File: config.mk
export PLATFORM = sky130hd
export DESIGN_NAME = kompleks_delitel
export DESIGN_NICKNAME = d
export VERILOG_FILES = /design/src/rtl/kompleks_delitel.sv
export SDC_FILE = /design/constraint.sdc
export NUM_CORES = 1
export LEC_CHECK = 0
export ABC_AREA = 0
export CORE_UTILIZATION = 40
export DETAILED_ROUTE_END_ITERATION = 12
export SLEW_MARGIN = 5
export SYNTH_ARGS = -nofsm -noshare
export SYNTH_HDL_FRONTEND = slang
export SYNTH_SLANG_ARGS = --single-unit
export TNS_END_PERCENT = 100
File: constraint.sdc
create_clock -name clk -period 12.7 [get_ports clk]
set_clock_uncertainty 0.05 [all_clocks]
set_input_delay 2.54 -clock clk [delete_from_list [all_inputs] [get_ports clk]]
set_output_delay 2.54 -clock clk [all_outputs]
set_load 0.005 [all_outputs]
File: src/rtl/kompleks_delitel.sv
// kompleks_delitel: sequential signed complex divider (p_re + i*p_im) / (d_re + i*d_im)
module kompleks_delitel #(
   parameter int W = 8
) (
   input  logic                  clk,
   input  logic                  rst,
   input  logic                  start,
   input  logic signed [2*W-1:0] p_re,
   input  logic signed [2*W-1:0] p_im,
   input  logic signed [W-1:0]   d_re,
   input  logic signed [W-1:0]   d_im,
   output logic                  busy,
   output logic                  done,
   output logic signed [W-1:0]   q_re,
   output logic signed [W-1:0]   q_im,
   output logic                  dz,
   output logic                  ovf
);
   localparam int NW = 3*W+1;
   localparam int DW = 2*W;
   localparam int PW = 3*W;
   localparam int CW = $clog2(NW);
   localparam logic [NW-1:0] LIM = NW'(1) << (W-1);
   typedef enum logic [2:0] {IDLE, MUL, DIV_RE, DIV_IM, FIN} state_t;
   state_t state, state_nx;
   logic [CW-1:0] cnt;
   logic signed [2*W-1:0] pr, pi;
   logic signed [W-1:0] dr, di;
   logic signed [W-1:0] mul_a;
   logic signed [2*W-1:0] mul_b;
   logic signed [PW-1:0] prod;
   logic signed [NW-1:0] prod_x, num_re, num_im;
   logic [DW-1:0] den, rem;
   logic [DW:0] trial;
   logic [NW-1:0] quo, quo_nx, mag_re, mag_im, abs_re, abs_im;
   logic [W-1:0] sq_re, sq_im;
   logic accept, fit, last, dz_c, c_re, c_im;

   // clip = magnitude outside the signed W-bit range for the given sign
   function automatic logic [W:0] sat(input logic neg, input logic [NW-1:0] mag);
      logic clip;
      clip = neg ? mag > LIM : mag >= LIM;
      return {clip, clip ? {neg, {(W-1){~neg}}} : (neg ? -mag[W-1:0] : mag[W-1:0])};
   endfunction

   always_ff @(posedge clk or posedge rst)
      if (rst) state <= IDLE;
      else state <= state_nx;

   always_comb begin
      state_nx = state;
      unique case (state)
         IDLE:    state_nx = accept ? MUL : IDLE;
         MUL:     state_nx = cnt == CW'(7) ? DIV_RE : MUL;
         DIV_RE:  state_nx = last ? DIV_IM : DIV_RE;
         DIV_IM:  state_nx = last ? FIN : DIV_IM;
         default: state_nx = IDLE;
      endcase
   end

   // product order: d_re^2, d_im^2, p_re*d_re, p_im*d_im, p_im*d_re, p_re*d_im
   always_comb begin
      accept = start & ~busy;
      mul_a = cnt[0] ? di : dr;
      mul_b = cnt < CW'(2) ? {{W{mul_a[W-1]}}, mul_a} : (cnt == CW'(3) || cnt == CW'(4)) ? pi : pr;
      prod_x = {{(NW-PW){prod[PW-1]}}, prod};
      abs_re = num_re[NW-1] ? -num_re : num_re;
      abs_im = num_im[NW-1] ? -num_im : num_im;
      trial = {rem, quo[NW-1]};
      fit = trial >= {1'b0, den};
      quo_nx = {quo[NW-2:0], fit};
      last = cnt == CW'(NW-1);
      dz_c = den == '0;
      {c_re, sq_re} = sat(num_re[NW-1], mag_re);
      {c_im, sq_im} = sat(num_im[NW-1], mag_im);
   end

   always_ff @(posedge clk or posedge rst)
      if (rst) begin
         cnt <= '0;
         busy <= 1'b0;
         done <= 1'b0;
         pr <= '0;
         pi <= '0;
         dr <= '0;
         di <= '0;
         prod <= '0;
         den <= '0;
         num_re <= '0;
         num_im <= '0;
         rem <= '0;
         quo <= '0;
         mag_re <= '0;
         mag_im <= '0;
         q_re <= '0;
         q_im <= '0;
         dz <= 1'b0;
         ovf <= 1'b0;
      end else begin
         cnt <= state_nx != state ? '0 : cnt + 1'b1;
         prod <= mul_a * mul_b;
         done <= state == FIN;
         busy <= accept | (busy & ~done);
         if (accept) begin
            pr <= p_re;
            pi <= p_im;
            dr <= d_re;
            di <= d_im;
            den <= '0;
            num_re <= '0;
            num_im <= '0;
         end
         if (state == MUL) begin
            if (cnt == CW'(1) || cnt == CW'(2)) den <= den + prod_x[DW-1:0];
            if (cnt == CW'(3) || cnt == CW'(4)) num_re <= num_re + prod_x;
            if (cnt == CW'(5)) num_im <= num_im + prod_x;
            if (cnt == CW'(6)) num_im <= num_im - prod_x;
            if (cnt == CW'(7)) begin
               rem <= '0;
               quo <= abs_re;
            end
         end
         if (state == DIV_RE || state == DIV_IM) begin
            rem <= fit ? DW'(trial - {1'b0, den}) : trial[DW-1:0];
            quo <= quo_nx;
            if (last && state == DIV_RE) begin
               mag_re <= quo_nx;
               rem <= '0;
               quo <= abs_im;
            end
            if (last && state == DIV_IM) mag_im <= quo_nx;
         end
         if (state == FIN) begin
            q_re <= dz_c ? '0 : sq_re;
            q_im <= dz_c ? '0 : sq_im;
            dz <= dz_c;
            ovf <= ~dz_c & (c_re | c_im);
         end
      end
endmodule

==> results.yml <==
placement:
  dpl.hpwl_mm: 41.5
  gp_congestion: 0.894
  dp_cells: 3189
  placement.io_buffers: 70
  placed_area_mm2: 0.0227
floorplan:
  io_pins: 71
  initial_core_util_pct: 40.6
  num_rows: 84
  core_mm2: 0.0527
  chipHeight_um: 233
  fp.dieW_um: 233
  die_area_mm2: 0.0543
routing:
  wl_mm: 55.9
  first_pass_iters: 5
  drtIter0Drc: 1213
  drc: 0
  routedWlPerCell_um: 17.2
  ant_nets: 0
  vias: 17500
  routed_via_density: 5.39
run_status:
  status: "complete, no violations"
worst_setup_path:
  path_cells: "ha_1 > mux2i_1 > nor2_2 > buf_4 > mux2i_1 > mux2_2 > or2_2 > fa_1 > fa_1 > inv_1 > fa_1 > inv_1 > fa_1 > inv_1 > ha_1 > o21ai_0 > a21boi_0 > o21ai_0 > a21oi_1 > o2111ai_1 > nand3_1 > a31o_2 > a21oi_1 > xnor2_1"
  critPathArrivalTime_ns: 7.34
  end_kind: "register"
  critPathSlowestCell: "dfrtp_1"
  reg2reg_depth: 24
  crit_end: "prod[20]"
  critPathLaunchType: "register"
  r2r-start: "cnt[0]"
  crit_start: "cnt[0]"
  rrSetupSlack_ns: 5.76
  cpMostUsedCell: "fa_1"
  crit_required_ns: 13.10
  critical_path_peak_fanout: 17
  path_class: "register to register"
  crit_path_max_incr_delay_ns: 0.77
  r2r-end: "prod[20]"
cts:
  cts_root_buf: "clkbuf_16"
  ctsResizeCount: 0
  cts_made_buffers: 35
  post_cts_buffers: 0
  cts.hold.buffers_added: 0
  numClockSinks: 257
  clk_latency_ns: 0.56
  cts_tree: "built"
  htreeDepth: 2
  cts_buffer_depth: 3
  clk_pin_slew_ns: 0.05
synthesis:
  synthDistinctLibCells: 95
  ys_async_sr_fraction_pct: 100
  yosys.area.top_type: "dfrtp_1"
  synthFlopType: "dfrtp_1"
  ys.warnings.count: 0
  ys_ff_latch: 257
  synth.avg_cell_area_um2: 8.52
  netlist.area_leader.share_pct: 30.1
  syn-num-nets: 2824
  syn_area_mm2: 0.0214
  synth-seq-area-share_pct: 30.1
  synthCells: 2509
  synth_edf_count: 0
  synth_area_leaders: "dfrtp_1 (30%), fa_1 (10%), ha_1 (9.1%)"
layout:
  final_nets: 2853
  final_layout_size_suffix_gt1_share_pct: 5.94
  area_growth_pct: 11.8
  fin_area_mm2: 0.0239
  finalNonFillerCells: 3249
  antennaDiodeCount: 0
worst_hold_path:
  holdPathStages: 2
  holdCritPathClass: "register to register"
global_routing:
  grt_pass1_wl_mm: 91.3
  overflow: 0
  grtUsageTotal_pct: 20.8
  first_global_vias: 17500
  grt_max_degree: 142
  antenna_found_initial: 0
timing:
  worst_pin_slew_ns: 1.17
  finalSetupViolCount: 0
  rsz0062_at_grt: "no"
  setup-tns-final_ns: 0
  max_freq_ghz: 0.144
  hold_viol_final: 0
  fin_crit_ns: 6.94
  period_share_pct: 54.7
  slew_viol_final: 0
  slew_headroom_pct: 21.8
flow_run:
  drv_cap: 0
==> sequential cells by signal, summed over array words and instances (netlist names) <==
signal / flops
pi: 16
busy: 1
mag_im: 25
mag_re: 25
prod: 24
q_im: 8
num_re: 25
cnt: 5
q_re: 8
state: 3
ovf: 1
pr: 16
dz: 1
quo: 25
num_im: 25
done: 1
rem: 16
den: 16
di: 8
dr: 8
==> critical path, delay by kind of cell, from the launching register on <==
family                   cells  cell delay [ns]
AO/OA/AOI/OAI                7             1.41
multiplexers                 3             0.61
flip-flops                   1             0.77
adder cells (fa/ha/maj)      6             2.78
buffers and inverters        4             0.45
XOR/XNOR                     1             0.16
AND/OR/NAND/NOR              3             0.59
==> synthesized netlist by cell type, types with 14 or more instances <==
library cell    n
nor2b_1        19
o31ai_1        22
a31oi_1        17
fa_1          108
xnor2_1        66
inv_1         246
nand4_1        14
ha_1          156
nor3_1         25
o22ai_1        19
nand2b_1       27
a22o_1         20
clkbuf_1       79
or3_1          18
or2_2          19
nand3_1        65
nor2_1        212
nor4_1         19
and2_1         18
dfrtp_1       257
nand2_1       415
mux2i_1        42
o21a_1         17
xor2_1         56
o21bai_1       22
o21ai_0       116
a21oi_1       131
a21o_1         44
o21ai_1        29
==> layout by cell type (no fill, tap or decap), types with 20 or more instances in the layout <==
master	instances
nand2_1	414
dfrtp_1	257
inv_1	245
nor2_1	212
ha_1	156
a21oi_1	131
o21ai_0	116
fa_1	108
clkdlybuf4s50_1	70
xnor2_1	66
nand3_1	65
xor2_1	56
a21o_1	44
mux2i_1	42
clkbuf_16	35
o21ai_1	29
nand2b_1	27
buf_4	26
nor3_1	23
o21bai_1	22
o31ai_1	22
a22o_1	20
==> per-stage QoR <==
stage | hold slack (ns) | util (%) | worst slack, ns
after global routing | 0.433 | 45.4 | 5.25
after floorplan | 0.388 | - | 3.04
after CTS | 0.420 | 45.4 | 5.74
after global placement | 0.401 | 43.1 | 5.97
final | 0.414 | 45.4 | 5.76
after detailed placement | 0.407 | 43.1 | 5.78
==> routing by layer <==
metal,GRT usage (%),routed length [µm],up-vias
met5,0,0,-
met4,6.37,1390,0
met3,2.48,2090,80
met2,35.3,27000,366
met1,27.7,25400,8479
li1,-,-,8600
==> area by class of cell <==
type                    instances  area (µm²)
repair buffers                 97         916
fillers                      5046       28800
inverters                     247         935
flip-flops and latches        257        6430
clock buffers                  45         973
clock inverters                15         233
multi-input cells            1900       13500
well taps                     688         861
==> kinds of logic (layout without fill, tap and decap cells) <==
family                     Yosys count  in the layout  share of synthesized area, %
DFF                                257            257                          30.1
muxes                               50             50                          2.39
and+or+nand+nor                    895            895                          18.8
AOI/OAI and AO/OA                  569            569                          17.9
xor gates and xnor gates           122            122                          5.00
adders and majority gates          264            264                          19.3
buffers and inverters              352            404                          6.65
==> worst min-delay path by stage <==
stage / start / endpoint
floorplan: mag_im[19] / mag_im[19]
detailed placement: q_im[7] / q_im[7]
CTS: q_im[7] / q_im[7]
global placement: done / busy
finish: q_im[7] / q_im[7]
global route: mag_re[16] / mag_re[16]
Power is not shown: default switching activity piles up to over one toggle a cycle in this logic, so the estimate is an artifact.
